`src/rtl/mul_share_ctrl_if.sv`:
```
// Bundle of requester, response and shared-multiplier signals for
// mul_share_ctrl. The controller uses the slave modport; the requesters
// and the multiplier together form the master side.
interface mul_share_ctrl_if #(
    parameter int NUM_REQ = 4
);
    logic [NUM_REQ-1:0]   req_valid;
    logic [NUM_REQ-1:0]   req_ready;
    logic [8*NUM_REQ-1:0] req_a;
    logic [8*NUM_REQ-1:0] req_b;
    logic [NUM_REQ-1:0]   resp_valid;
    logic [NUM_REQ-1:0]   resp_ready;
    logic [15:0]          resp_result;
    logic [7:0]           mul_a;
    logic [7:0]           mul_b;
    logic [15:0]          mul_result;
    logic                 busy;

    modport slave (
        input  req_valid, req_a, req_b, resp_ready, mul_result,
        output req_ready, resp_valid, resp_result, mul_a, mul_b, busy
    );

    modport master (
        output req_valid, req_a, req_b, resp_ready, mul_result,
        input  req_ready, resp_valid, resp_result, mul_a, mul_b, busy
    );
endinterface

```
`src/rtl/mul_share_ctrl.sv`:
```
// Round-robin sequencer time-sharing one combinational 8x8 multiplier
// among NUM_REQ requesters: grant, one settle cycle, then hold the
// product on the response handshake until the owner takes it.
module mul_share_ctrl #(
    parameter int NUM_REQ = 4
) (
    input  logic            clk,
    input  logic            rst_n,
    mul_share_ctrl_if.slave bus
);
    localparam int IDX_W = (NUM_REQ > 1) ? $clog2(NUM_REQ) : 1;

    typedef enum logic [1:0] {
        S_IDLE = 2'd0,
        S_MUL  = 2'd1,
        S_RESP = 2'd2
    } state_t;

    state_t           r_state;
    logic [IDX_W-1:0] r_last_grant;
    logic [IDX_W-1:0] r_cur;
    logic [7:0]       r_mul_a;
    logic [7:0]       r_mul_b;
    logic [15:0]      r_res_q;

    logic [7:0]       w_op_a [NUM_REQ];
    logic [7:0]       w_op_b [NUM_REQ];
    logic [IDX_W-1:0] w_grant;
    logic [IDX_W-1:0] w_idx;
    logic             w_found;

    // Per-requester operand unpacking and one-hot handshake decode. Both
    // handshake outputs are forced low while reset is asserted.
    generate
        for (genvar gi = 0; gi < NUM_REQ; gi++) begin : g_req
            assign w_op_a[gi] = bus.req_a[8*gi +: 8];
            assign w_op_b[gi] = bus.req_b[8*gi +: 8];
            assign bus.req_ready[gi]  = rst_n && (r_state == S_IDLE) && w_found
                                        && (w_grant == IDX_W'(gi));
            assign bus.resp_valid[gi] = rst_n && (r_state == S_RESP)
                                        && (r_cur == IDX_W'(gi));
        end
    endgenerate

    // Round-robin pick: first valid requester scanning upward from last_grant+1.
    always_comb begin
        w_grant = '0;
        w_found = 1'b0;
        w_idx   = '0;
        for (int k = 1; k <= NUM_REQ; k++) begin
            w_idx = IDX_W'((int'(r_last_grant) + k) % NUM_REQ);
            if (!w_found && bus.req_valid[w_idx]) begin
                w_found = 1'b1;
                w_grant = w_idx;
            end
        end
    end

    // Sequencer: accept in IDLE, capture product after the settle cycle,
    // and only advance the round-robin pointer once the response is taken.
    always_ff @(posedge clk) begin
        if (!rst_n) begin
            r_state      <= S_IDLE;
            r_last_grant <= IDX_W'(NUM_REQ - 1);
            r_cur        <= '0;
            r_mul_a      <= '0;
            r_mul_b      <= '0;
            r_res_q      <= '0;
        end else begin
            case (r_state)
                S_IDLE: begin
                    if (w_found) begin
                        r_mul_a <= w_op_a[w_grant];
                        r_mul_b <= w_op_b[w_grant];
                        r_cur   <= w_grant;
                        r_state <= S_MUL;
                    end
                end
                S_MUL: begin
                    r_res_q <= bus.mul_result;
                    r_state <= S_RESP;
                end
                S_RESP: begin
                    if (bus.resp_ready[r_cur]) begin
                        r_last_grant <= r_cur;
                        r_state      <= S_IDLE;
                    end
                end
                default: r_state <= S_IDLE;
            endcase
        end
    end

    assign bus.mul_a       = r_mul_a;
    assign bus.mul_b       = r_mul_b;
    assign bus.resp_result = r_res_q;
    assign bus.busy        = (r_state != S_IDLE);
endmodule

```
`src/flat_wrapper.sv`:
```
// flat-port wrapper written by rule: the top's interface ports become plain ports
module mul_share_ctrl_flat 
#(
    parameter int NUM_REQ = 4
)
  (clk, rst_n, bus_req_valid, bus_req_a, bus_req_b, bus_resp_ready, bus_mul_result, bus_req_ready, bus_resp_valid, bus_resp_result, bus_mul_a, bus_mul_b, bus_busy);
  mul_share_ctrl_if #(.NUM_REQ(NUM_REQ)) bus_i ();
  input  logic clk;
  input  logic rst_n;
  input wire logic [$bits(bus_i.req_valid)-1:0] bus_req_valid;
  input wire logic [$bits(bus_i.req_a)-1:0] bus_req_a;
  input wire logic [$bits(bus_i.req_b)-1:0] bus_req_b;
  input wire logic [$bits(bus_i.resp_ready)-1:0] bus_resp_ready;
  input wire logic [$bits(bus_i.mul_result)-1:0] bus_mul_result;
  output wire logic [$bits(bus_i.req_ready)-1:0] bus_req_ready;
  output wire logic [$bits(bus_i.resp_valid)-1:0] bus_resp_valid;
  output wire logic [$bits(bus_i.resp_result)-1:0] bus_resp_result;
  output wire logic [$bits(bus_i.mul_a)-1:0] bus_mul_a;
  output wire logic [$bits(bus_i.mul_b)-1:0] bus_mul_b;
  output wire logic [$bits(bus_i.busy)-1:0] bus_busy;
  assign bus_i.req_valid = bus_req_valid;
  assign bus_i.req_a = bus_req_a;
  assign bus_i.req_b = bus_req_b;
  assign bus_i.resp_ready = bus_resp_ready;
  assign bus_i.mul_result = bus_mul_result;
  assign bus_req_ready = bus_i.req_ready;
  assign bus_resp_valid = bus_i.resp_valid;
  assign bus_resp_result = bus_i.resp_result;
  assign bus_mul_a = bus_i.mul_a;
  assign bus_mul_b = bus_i.mul_b;
  assign bus_busy = bus_i.busy;
  mul_share_ctrl #(.NUM_REQ(NUM_REQ)) u_core (.clk(clk), .rst_n(rst_n), .bus(bus_i));
endmodule
```
`config.mk`:
```
export PLATFORM = sky130hd
export DESIGN_NAME = mul_share_ctrl_flat
export DESIGN_NICKNAME = d
export VERILOG_FILES = /design/src/rtl/mul_share_ctrl_if.sv /design/src/rtl/mul_share_ctrl.sv /design/src/flat_wrapper.sv
export SDC_FILE = /design/constraint.sdc
export NUM_CORES = 1
export LEC_CHECK = 0
export ABC_AREA = 1
export CAP_MARGIN = 20
export CORE_ASPECT_RATIO = 1.75
export CORE_MARGIN = 2
export CORE_UTILIZATION = 35
export CTS_CLUSTER_DIAMETER = 200
export CTS_CLUSTER_SIZE = 12
export DETAILED_ROUTE_END_ITERATION = 16
export GPL_TIMING_DRIVEN = 1
export PLACE_DENSITY = 0.78
export SLEW_MARGIN = 40
export SYNTH_ARGS = -nofsm -noshare
export SYNTH_HDL_FRONTEND = slang
export SYNTH_SLANG_ARGS = --single-unit
export TNS_END_PERCENT = 5
```
`constraint.sdc`:
```
create_clock -name clk -period 1.58 [get_ports clk]
set_input_delay 0.237 -clock clk [delete_from_list [all_inputs] [get_ports clk]]
set_output_delay 0.237 -clock clk [all_outputs]
set_load 0.005 [all_outputs]
```
==> reports/qor.yml <==
route:
  wl_um: 8170
  dr.pass1.iters: 4
  num_vias: 2970
  drt-wirelength-per-cell_um: 14.0
  ant_nets: 0
  drc: 0
  drtIter0Drc: 92
  viasPerCell: 5.08
worst_setup_path:
  end_kind: "output port"
  required_ps: 1340
  critPathLaunchType: "flop"
  critPathMaxFanout: 8
  crit_arrival_ps: 1910
  critical_path_class: "flop to output port"
global_routing:
  gr-total-overflow: 0
  antenna_found_initial: 0
  grt.total_usage_pct: 22.5
  grt_max_degree: 36
  grt_pass1_wl_um: 12600
  first_global_vias: 2807
outcome:
  run_status: "finished, violations left"
  violations: "setup timing"
yosys:
  syn_nets: 442
  synthCells: 352
  avgSynthCellArea_um2: 6.40
  synth.distinct_cells: 24
  ys_ff_latch: 38
  syn-cell-area_um2: 2250
  ys_seq_area_share_pct: 33.8
  yosys_warnings: 0
cts:
  htree_levels: 2
  insertion_delay_ps: 290
  cts.sinks: 38
  cts_tree: "yes"
  clockBufferDepth: 2
  ctsHoldBuffers: 0
  clk_pin_slew_ps: 70
  cts_root_buffer: "clkbuf_8"
  numCtsBuffers: 5
floorplan:
  start_util_pct: 36.2
  coreArea_um2: 6230
  die_area_um2: 7120
  std_cell_rows: 38
  pin_count: 131
  die_w_um: 64.7
  die_h_um: 110
timing:
  clock-skew-final_ps: 4.79
  maxSlewHeadroom_pct: 66.8
  fmax_mhz: 466
  setup_slack_ps: -567
  finalCriticalPeriod_ps: 2150
  slew_violations: 0
  finalCritPeriodShare_pct: 136
  rsz0062_at_grt: "yes"
  finalHoldViolCount: 0
  finalHoldWorstSlack_ps: 484
  setup_violations: 23
  worst-slew-pin-transition_ps: 497
power_and_ir_drop:
  seqPwrFrac_pct: 24.8
  combPwrFrac_pct: 61.0
  swShare_pct: 39.5
  pwr-share-clk_pct: 14.2
  vdd_drop_max_uv: 1050
  power_mw: 5.66
  p_int_mw: 3.42
  leakage_nw: 1.79
  power_density_nw_per_um2: 1360
  switchingPower_mw: 2.23
place:
  place_congestion: 0.812
  dpl.hpwl_um: 5960
  io_buffers: 130
  dp.cells: 573
job:
  max-cap-violations: 0
layout:
  antenna_cells: 0
  n_fill_cell: 554
  instances_no_fill: 585
  layout_common_cells: "clkdlybuf4s50_1 (120), nand3_1 (74), nor2_1 (65)"
  layout_commonest_cell: "clkdlybuf4s50_1"
  area_growth_pct: 84.8
  layout.nets: 594
  drive_gt1_share_pct: 21.8
worst_hold_path:
  hold_path.class: "flop to flop"
path summary, 6_finish.rpt:
path	cells after the start	to	slack, ps	start
setup / recovery	12	bus_req_ready[1]	-570	u_core.r_last_grant[0]
hold / removal	2	u_core.bus.resp_result[13]	480	u_core.bus.resp_result[13]
setup reg to reg	17	u_core.bus.mul_a[2]	-520	u_core.r_last_grant[0]
hold reg to reg	2	u_core.bus.resp_result[13]	480	u_core.bus.resp_result[13]
sequential cells by signal, indices dropped and copies added (netlist names):
register / flops
u_core.bus.mul_a: 8
u_core.bus.mul_b: 8
u_core.r_cur: 2
u_core.bus.resp_result: 16
u_core.r_state: 2
u_core.r_last_grant: 2
cells by family after synthesis:
group                  after synthesis  synth area share, %
AND/OR/NAND/NOR                    236                 47.3
AO/OA/AOI/OAI                       41                 9.88
buffers and inverters               37                 9.05
flip-flops                          38                 33.8
critical path: stages (launching register included):
cell and delay, ps:
dfxtp_4 370, buf_12 140, nand2_1 80, nand2_2 100
nand2_2 110, nand2_4 50, buf_6 120, o21ai_2 110
nand2_2 80, nand2_4 110, inv_6 50, nor3_4 150
buf_2 140
Yosys cell counts, drive strengths merged:
master,count,area [um2]
o211ai,2,15.0
inv,17,68.8
o22ai,1,6.26
dfxtp,38,761
nand2,74,323
o21ai,35,175
nand3,82,415
nor2,71,282
nand4,1,6.26
buf,13,108
nor3,8,40.0
a21oi,3,26.3
clkbuf,7,27.5
cell type report:
class	count	area (um2)	share of cell area, %
Timing Repair Buffer	165	1650	39.5
Multi-Input combinational cell	277	1470	35.2
Sequential cell	38	771	18.5
Tap cell	80	100	2.40
Clock buffer	7	76.3	1.83
Inverter	17	76.3	1.83
Clock inverter	1	30.0	0.721
per-stage QoR:
stage | setup slack [ps] | instance area, um2 | utilization [%] | setup TNS (ps)
2_1_floorplan | -55.7 | 2310 | - | -726
3_5_place_dp | -904 | 3850 | 61.8 | -17460
4_1_cts | -521 | 4110 | 66.1 | -9490
3_3_place_gp | -880 | 3850 | 61.8 | -16290
5_1_grt | -675 | 4170 | 66.9 | -13220
6_report | -567 | 4170 | 66.9 | -10310
metal layers:
layer	wire length (um)	vias up	track usage (%)	share of wire (%)
li1	-	1467	-	-
met1	3010	1367	23.1	37
met2	4530	123	43.3	55
met3	430	13	3.96	5.3
met4	201	0	10.5	2.5
met5	0	-	0	0
what timing repair did:
item	in CTS	in global routing
setup buffers	4	0
setup endpoints to repair	27	27
resized for setup	68	20
pin swaps	19	4
power by group through the flow:
stage                     Clock (mW)  Combinational, mW  Sequential, mW
after floorplan                    0               1.73            1.43
after global placement             0               3.05            1.39
after detailed placement           0               3.12            1.41
after CTS                      0.832               3.36            1.40
after global routing           0.861               3.77            1.43
final                          0.805               3.45            1.40
(Power assumes the default switching activity.)
